--- src/rtl/muldiv_unit.sv ---
// muldiv_unit: multi-cycle multiply/divide unit with architectural HI/LO.
//
// Operands come straight from the register file (srcA = readData1,
// srcB = readData2). An operation accepted in IDLE runs 32 CALC
// iterations followed by one SIGN cycle that applies sign correction and
// writes HI/LO. done pulses in the cycle the new HI/LO first appear.
//
// Ports:
//   clock_in        rising-edge clock
//   reset           synchronous active-high reset
//   start, op       request; op 00 MULT, 01 MULTU, 10 DIV, 11 DIVU
//   srcA, srcB      multiplicand/dividend, multiplier/divisor
//   hiWrite,loWrite MTHI/MTLO strobes, data on writeData (IDLE only)
//   busy            state != IDLE
//   done            one-cycle completion pulse
//   hi, lo          registered HI/LO
//
// Build option: MULDIV_DIV_EN includes the divider. Without it, DIV/DIVU
// are accepted as no-ops that only pulse done.
module muldiv_unit #(
  parameter int WIDTH = 32,
  parameter int ITER  = 32
) (
  input  logic             clock_in,
  input  logic             reset,
  input  logic             start,
  input  logic [1:0]       op,
  input  logic [WIDTH-1:0] srcA,
  input  logic [WIDTH-1:0] srcB,
  input  logic             hiWrite,
  input  logic             loWrite,
  input  logic [WIDTH-1:0] writeData,
  output logic             busy,
  output logic             done,
  output logic [WIDTH-1:0] hi,
  output logic [WIDTH-1:0] lo
);

  localparam int CW = $clog2(ITER);

  typedef enum logic [1:0] {IDLE, CALC, SIGN} state_t;

  state_t             state, stateNext;
  logic [CW-1:0]      cnt;
  logic [WIDTH-1:0]   aMag, bMag;     // magnitudes (raw for unsigned ops)
  logic [2*WIDTH-1:0] acc;            // product, or quotient in low word
  logic               negRes;         // product / quotient must be negated
  logic [WIDTH-1:0]   hiReg, loReg;
  logic               doneReg;
  logic               isSigned;
  logic               runOp;          // start launches a real CALC sequence
  logic [WIDTH:0]     mulSum;
  logic [2*WIDTH-1:0] prodFix;

`ifdef MULDIV_DIV_EN
  logic               isDiv;
  logic               negRem;         // remainder follows dividend sign
  logic               bZero;
  logic [WIDTH-1:0]   srcARaw;        // dividend as given, for divide-by-zero
  logic [WIDTH-1:0]   rem;
  logic [WIDTH:0]     divShift;       // 33-bit partial remainder
  logic               qBit;
  logic [WIDTH-1:0]   quotFix, remFix;
`endif

  assign isSigned = ~op[0];
  assign busy     = (state != IDLE);
  assign done     = doneReg;
  assign hi       = hiReg;
  assign lo       = loReg;

`ifdef MULDIV_DIV_EN
  assign runOp = start;
`else
  assign runOp = start & ~op[1];
`endif

  // State register
  always_ff @(posedge clock_in) begin
    if (reset) state <= IDLE;
    else       state <= stateNext;
  end

  // Next state
  always_comb begin
    stateNext = state;
    case (state)
      IDLE:    if (runOp) stateNext = CALC;
      CALC:    if (cnt == CW'(ITER - 1)) stateNext = SIGN;
      SIGN:    stateNext = IDLE;
      default: stateNext = IDLE;
    endcase
  end

  // Arithmetic for one iteration and the final sign fix-up
  always_comb begin
    // Right-shifting shift-add: add multiplicand into the upper word, then
    // shift the whole accumulator; after ITER steps acc is the product.
    mulSum  = {1'b0, acc[2*WIDTH-1:WIDTH]} + {1'b0, (bMag[0] ? aMag : '0)};
    prodFix = negRes ? -acc : acc;
`ifdef MULDIV_DIV_EN
    // Restoring step: dividend bits are shifted out of aMag's MSB.
    divShift = {rem, aMag[WIDTH-1]};
    qBit     = (divShift >= {1'b0, bMag});
    quotFix  = negRes ? -acc[WIDTH-1:0] : acc[WIDTH-1:0];
    remFix   = negRem ? -rem : rem;
`endif
  end

  // Datapath and architectural registers
  always_ff @(posedge clock_in) begin
    if (reset) begin
      cnt     <= '0;
      aMag    <= '0;
      bMag    <= '0;
      acc     <= '0;
      negRes  <= 1'b0;
      hiReg   <= '0;
      loReg   <= '0;
      doneReg <= 1'b0;
`ifdef MULDIV_DIV_EN
      isDiv   <= 1'b0;
      negRem  <= 1'b0;
      bZero   <= 1'b0;
      srcARaw <= '0;
      rem     <= '0;
`endif
    end else begin
      doneReg <= 1'b0;
      case (state)
        IDLE: begin
          if (start) begin
            if (runOp) begin
              aMag   <= (isSigned && srcA[WIDTH-1]) ? -srcA : srcA;
              bMag   <= (isSigned && srcB[WIDTH-1]) ? -srcB : srcB;
              negRes <= isSigned && (srcA[WIDTH-1] ^ srcB[WIDTH-1]);
              acc    <= '0;
              cnt    <= '0;
`ifdef MULDIV_DIV_EN
              isDiv   <= op[1];
              negRem  <= isSigned && srcA[WIDTH-1];
              bZero   <= (srcB == '0);
              srcARaw <= srcA;
              rem     <= '0;
`endif
            end else begin
              // Divide requested with no divider built: complete at once.
              doneReg <= 1'b1;
            end
          end else begin
            // start has priority over MTHI/MTLO in the same cycle.
            if (hiWrite) hiReg <= writeData;
            if (loWrite) loReg <= writeData;
          end
        end
        CALC: begin
          cnt <= cnt + 1'b1;
`ifdef MULDIV_DIV_EN
          if (isDiv) begin
            rem  <= qBit ? (divShift[WIDTH-1:0] - bMag) : divShift[WIDTH-1:0];
            aMag <= aMag << 1;
            acc  <= {acc[2*WIDTH-1:WIDTH], acc[WIDTH-2:0], qBit};
          end else
`endif
          begin
            acc  <= {mulSum, acc[WIDTH-1:1]};
            bMag <= bMag >> 1;
          end
        end
        SIGN: begin
          cnt     <= '0;
          doneReg <= 1'b1;
`ifdef MULDIV_DIV_EN
          if (isDiv) begin
            if (bZero) begin
              loReg <= '1;
              hiReg <= srcARaw;
            end else begin
              loReg <= quotFix;
              hiReg <= remFix;
            end
          end else
`endif
          begin
            hiReg <= prodFix[2*WIDTH-1:WIDTH];
            loReg <= prodFix[WIDTH-1:0];
          end
        end
        default: ;
      endcase
    end
  end

endmodule

--- config.mk ---
export PLATFORM = sky130hd
export DESIGN_NAME = muldiv_unit
export DESIGN_NICKNAME = d
export VERILOG_FILES = /design/src/rtl/muldiv_unit.sv
export SDC_FILE = /design/constraint.sdc
export NUM_CORES = 1
export LEC_CHECK = 0
export ABC_AREA = 1
export BUFFER_PORTS_ARGS = -buffer_cell sky130_fd_sc_hd__buf_2
export CORE_MARGIN = 5
export CORE_UTILIZATION = 30
export DETAILED_ROUTE_END_ITERATION = 10
export GPL_TIMING_DRIVEN = 0
export PLACE_DENSITY_LB_ADDON = 0.12
export SLEW_MARGIN = 20
export SYNTH_ARGS = -nofsm -noshare
export SYNTH_HDL_FRONTEND = slang
export SYNTH_SLANG_ARGS = --single-unit
--- constraint.sdc ---
create_clock -name clock_in -period 3.5 [get_ports clock_in]
set_input_delay 0.175 -clock clock_in [delete_from_list [all_inputs] [get_ports clock_in]]
set_output_delay 0.175 -clock clock_in [all_outputs]
set_load 0.02 [all_outputs]
==> metrics <==
status=completed; synthesized area=14,500 um2; Critical Path Start Type=flip-flop; top-level I/O count=169; Core Util, Final=36.5%; Synth top cells by count=nand2_1, inv_1, nand3_1, nor2_1, dfxtp_1; largest net degree at the start of global routing=14; DP Wirelength=50.0 mm; buffer depth of the longest clock path=3; critical path data required time=3910 ps; vias in the first global route=16,078; DR DRC count=0; HP Class=input port to flip-flop; Final nets=~2,900; Yosys top cell by area=dfxtp_1; largest family of logic cells by synthesized area=simple AND/OR/NAND/NOR gates; crit-path max FO=10; Worst path slowest cell=clkbuf_1; # rows=80; Comb pwr share=16.7%; post-CTS sizing=0; Worst path max stage delay=420 ps; Iteration-0 DRC Markers=approximately 1,200; Warnings, synthesis=0; Horiz. Die Dim=approximately 230 um; complex-gate fraction of the synthesized area=between 10% and 20%; diodes inserted=0; number of setup violations in the final report=0; Synth Register Bits=~200; Hold Violations, Final=0; Area contributors post-synth=dfxtp_1, nand2_1, nand3_1; die height=between 200 and 250 um; Crit. path cell count=17; Critical Path End=acc[55]; largest vdd supply drop=~0.36 mV; CTS buffer count=25; PortBufs=167; Post-Syn Nets=between 2,000 and 3,000; top-count cell post-synth=nand2_1; RSZ-0062 raised after global routing=false; Clk Latency, worst-skew pair=560 ps; drt first pass iters=5; total of max-cap violations=0; initial antenna violation count=1; Area Overhead vs Synth=20.1%; area of the die=52,900 um2; Via Count=between 15,000 and 20,000; CTS root buffer=clkbuf_16; Post-Synth Simple-Gate Area=between 40% and 50%; critical-path cell list=clkbuf_1 -> clkbuf_1 -> nand2_1 -> inv_1 -> ha_1 -> inv_1 -> fa_1 -> inv_1 -> nand3_1 -> nand3_1 -> nand2_1 -> nand2_1 -> nand2_1 -> nand3_1 -> nand2_1 -> nand3_1 -> a21oi_1; filler cell count in the final layout=between 5,000 and 6,000; clock share of power=around 44%; number of enable flip-flop cells after synthesis=0; Initial Util=between 30% and 40%; Peak Freq=just over 300 MHz; xor/xnor share of the synthesized area=approximately 1.1%; Tot Pwr=6.25 mW; share of cells above drive strength 1=11.0%; Int Pwr=roughly 4.4 mW; Flop pwr share=~40%; Total Routing Usage GR=between 20% and 30%; first-pass GRT wire length=92.6 mm; critical path start-end classification=flip-flop to flip-flop; most common flop cell mapped by yosys=dfxtp_1; slew at the pin closest to its max-slew limit=about 1100 ps; Overflow after GRT=0; Most Frequent Cell on Critical Path=nand2_1; Via density=between 4 and 5; syn avg cell area=5.87 um2; CP bufs+invs=5; switch share=between 20 and 30%; Final Skew=approximately 22 ps; setup_tns=0 ps; Routability Congestion=around 0.94; pins over their slew limit=0; period utilization=92.9%; Cell variety after synth=45; cells on worst reg2reg path=17; Synth Area in Adders=approximately 3.3%; Final ANT Viol Nets=0; CTS tree=built; area post-placement=~16,000 um2; Core ar.=approximately 48,000 um2; post-route cell area=~17,000 um2; relative slew slack=about 29%; total length of routed wires=60.8 mm; sequential fraction of the synthesis area=27.7%; clock sinks=approximately 200; Crit. Startpoint=bMag[0]; Psw=~1.9 mW; Worst R2R Start=bMag[0]; post-synthesis mux area share=0%; CP Capture Type=flip-flop; P_leak=between 8 and 9 nW; r2r setup slk=approximately 250 ps; R2R Path End=acc[55]; minimum clock period=3250 ps; Worst path top cell family by delay=simple AND/OR/NAND/NOR gates; H-tree Lvls=1; CP arrival=~3700 ps; clk slew on worst S/H paths=~60 ps; Mapped Cells=approximately 2,500; top-area cell type share of the netlist area=around 28%; DR WL/cell=about 18 um; FFs w/ async S/R, synth=0%; PwrDens=between 300 and 400 nW/um2
==> placed cells by master, fill, tap and decap left out, drive strengths merged, types with 32 or more instances in the layout <==
master	count
nand2	801
inv	334
nand3	264
nor2	240
buf	216
dfxtp	201
a21oi	170
o21ai	127
clkbuf	83
dlygate4sd3	45
a31oi	37
ha	37
nand4	33
o32ai	32
==> layer usage <==
layer  part of all wire, %  vias up  wire, um  global-route usage, %
met5                 0.033        -        20                      0
met4                   3.7        2      2240                   7.66
met3                   5.3       95      3200                   2.54
met2                    46      481     28200                   37.7
met1                    45     7530     27200                   29.2
li1                      -     8534         -                      -
==> cells by family after synthesis <==
logic type	after synthesis
XOR/XNOR	19
AO/OA/AOI/OAI	400
adder cells (fa/ha/maj)	38
AND/OR/NAND/NOR	1390
buffers and inverters	427
flip-flops	201
==> worst min-delay path: stages <==
cell     delay [ps]
buf_2           120
o21ai_0         110
nand2_1          70
a21oi_1          50
==> cell type report <==
cell class              count  area, um2  share of cell area (%)
well taps                 615        769                    4.41
flip-flops and latches    201       4020                    23.1
inverters                 332       1250                    7.14
plain buffers              95        428                    2.45
repair buffers            212       1290                    7.37
clock buffers              37        721                    4.13
clock inverters             8        140                   0.803
multi-input cells        1847       8830                    50.6
==> power by group through the flow <==
stage          registers [mW]  clock network [mW]  logic (mW)
2_1_floorplan            2.52                   0       0.579
3_3_place_gp             2.50                   0        1.01
3_5_place_dp             2.50                   0        1.01
4_1_cts                  2.45                2.83        1.05
5_1_grt                  2.46                2.91        1.16
6_report                 2.45                2.76        1.04
==> worst min path at each step <==
stage / startpoint / depth (start not counted) / end / slack (ps)
2_1_floorplan: srcA[1] / 2 / aMag[1] / 320
3_3_place_gp: cnt[3] / 2 / cnt[3] / 450
3_5_place_dp: srcA[1] / 3 / aMag[1] / 450
4_1_cts: writeData[4] / 5 / hi[4] / 7
5_1_grt: srcB[15] / 4 / bMag[15] / 10
6_report: srcB[15] / 4 / bMag[15] / 10
==> stage by stage <==
stage               cells  worst slack (ps)  hold WS, ps
floorplan            2475              1190          318
global placement     3257               301          452
detailed placement   3257               294          447
CTS                  3347               269         7.20
global route         3347              7.88         13.9
finish               3347               250         13.0
==> state kept, by name (all words and copies together), names as in the netlist <==
signal and flops:
done 1, bMag 32, cnt 5, acc 64, aMag 32, hi 32
negRes 1, state 2, lo 32
==> what timing repair did <==
action / 4_1_cts / 5_1_grt
hold buffers: 45 / 0
endpoints found under the hold margin: 45 / 0
setup buffers: 0 / 0
Power figures use the tool's default switching activity.
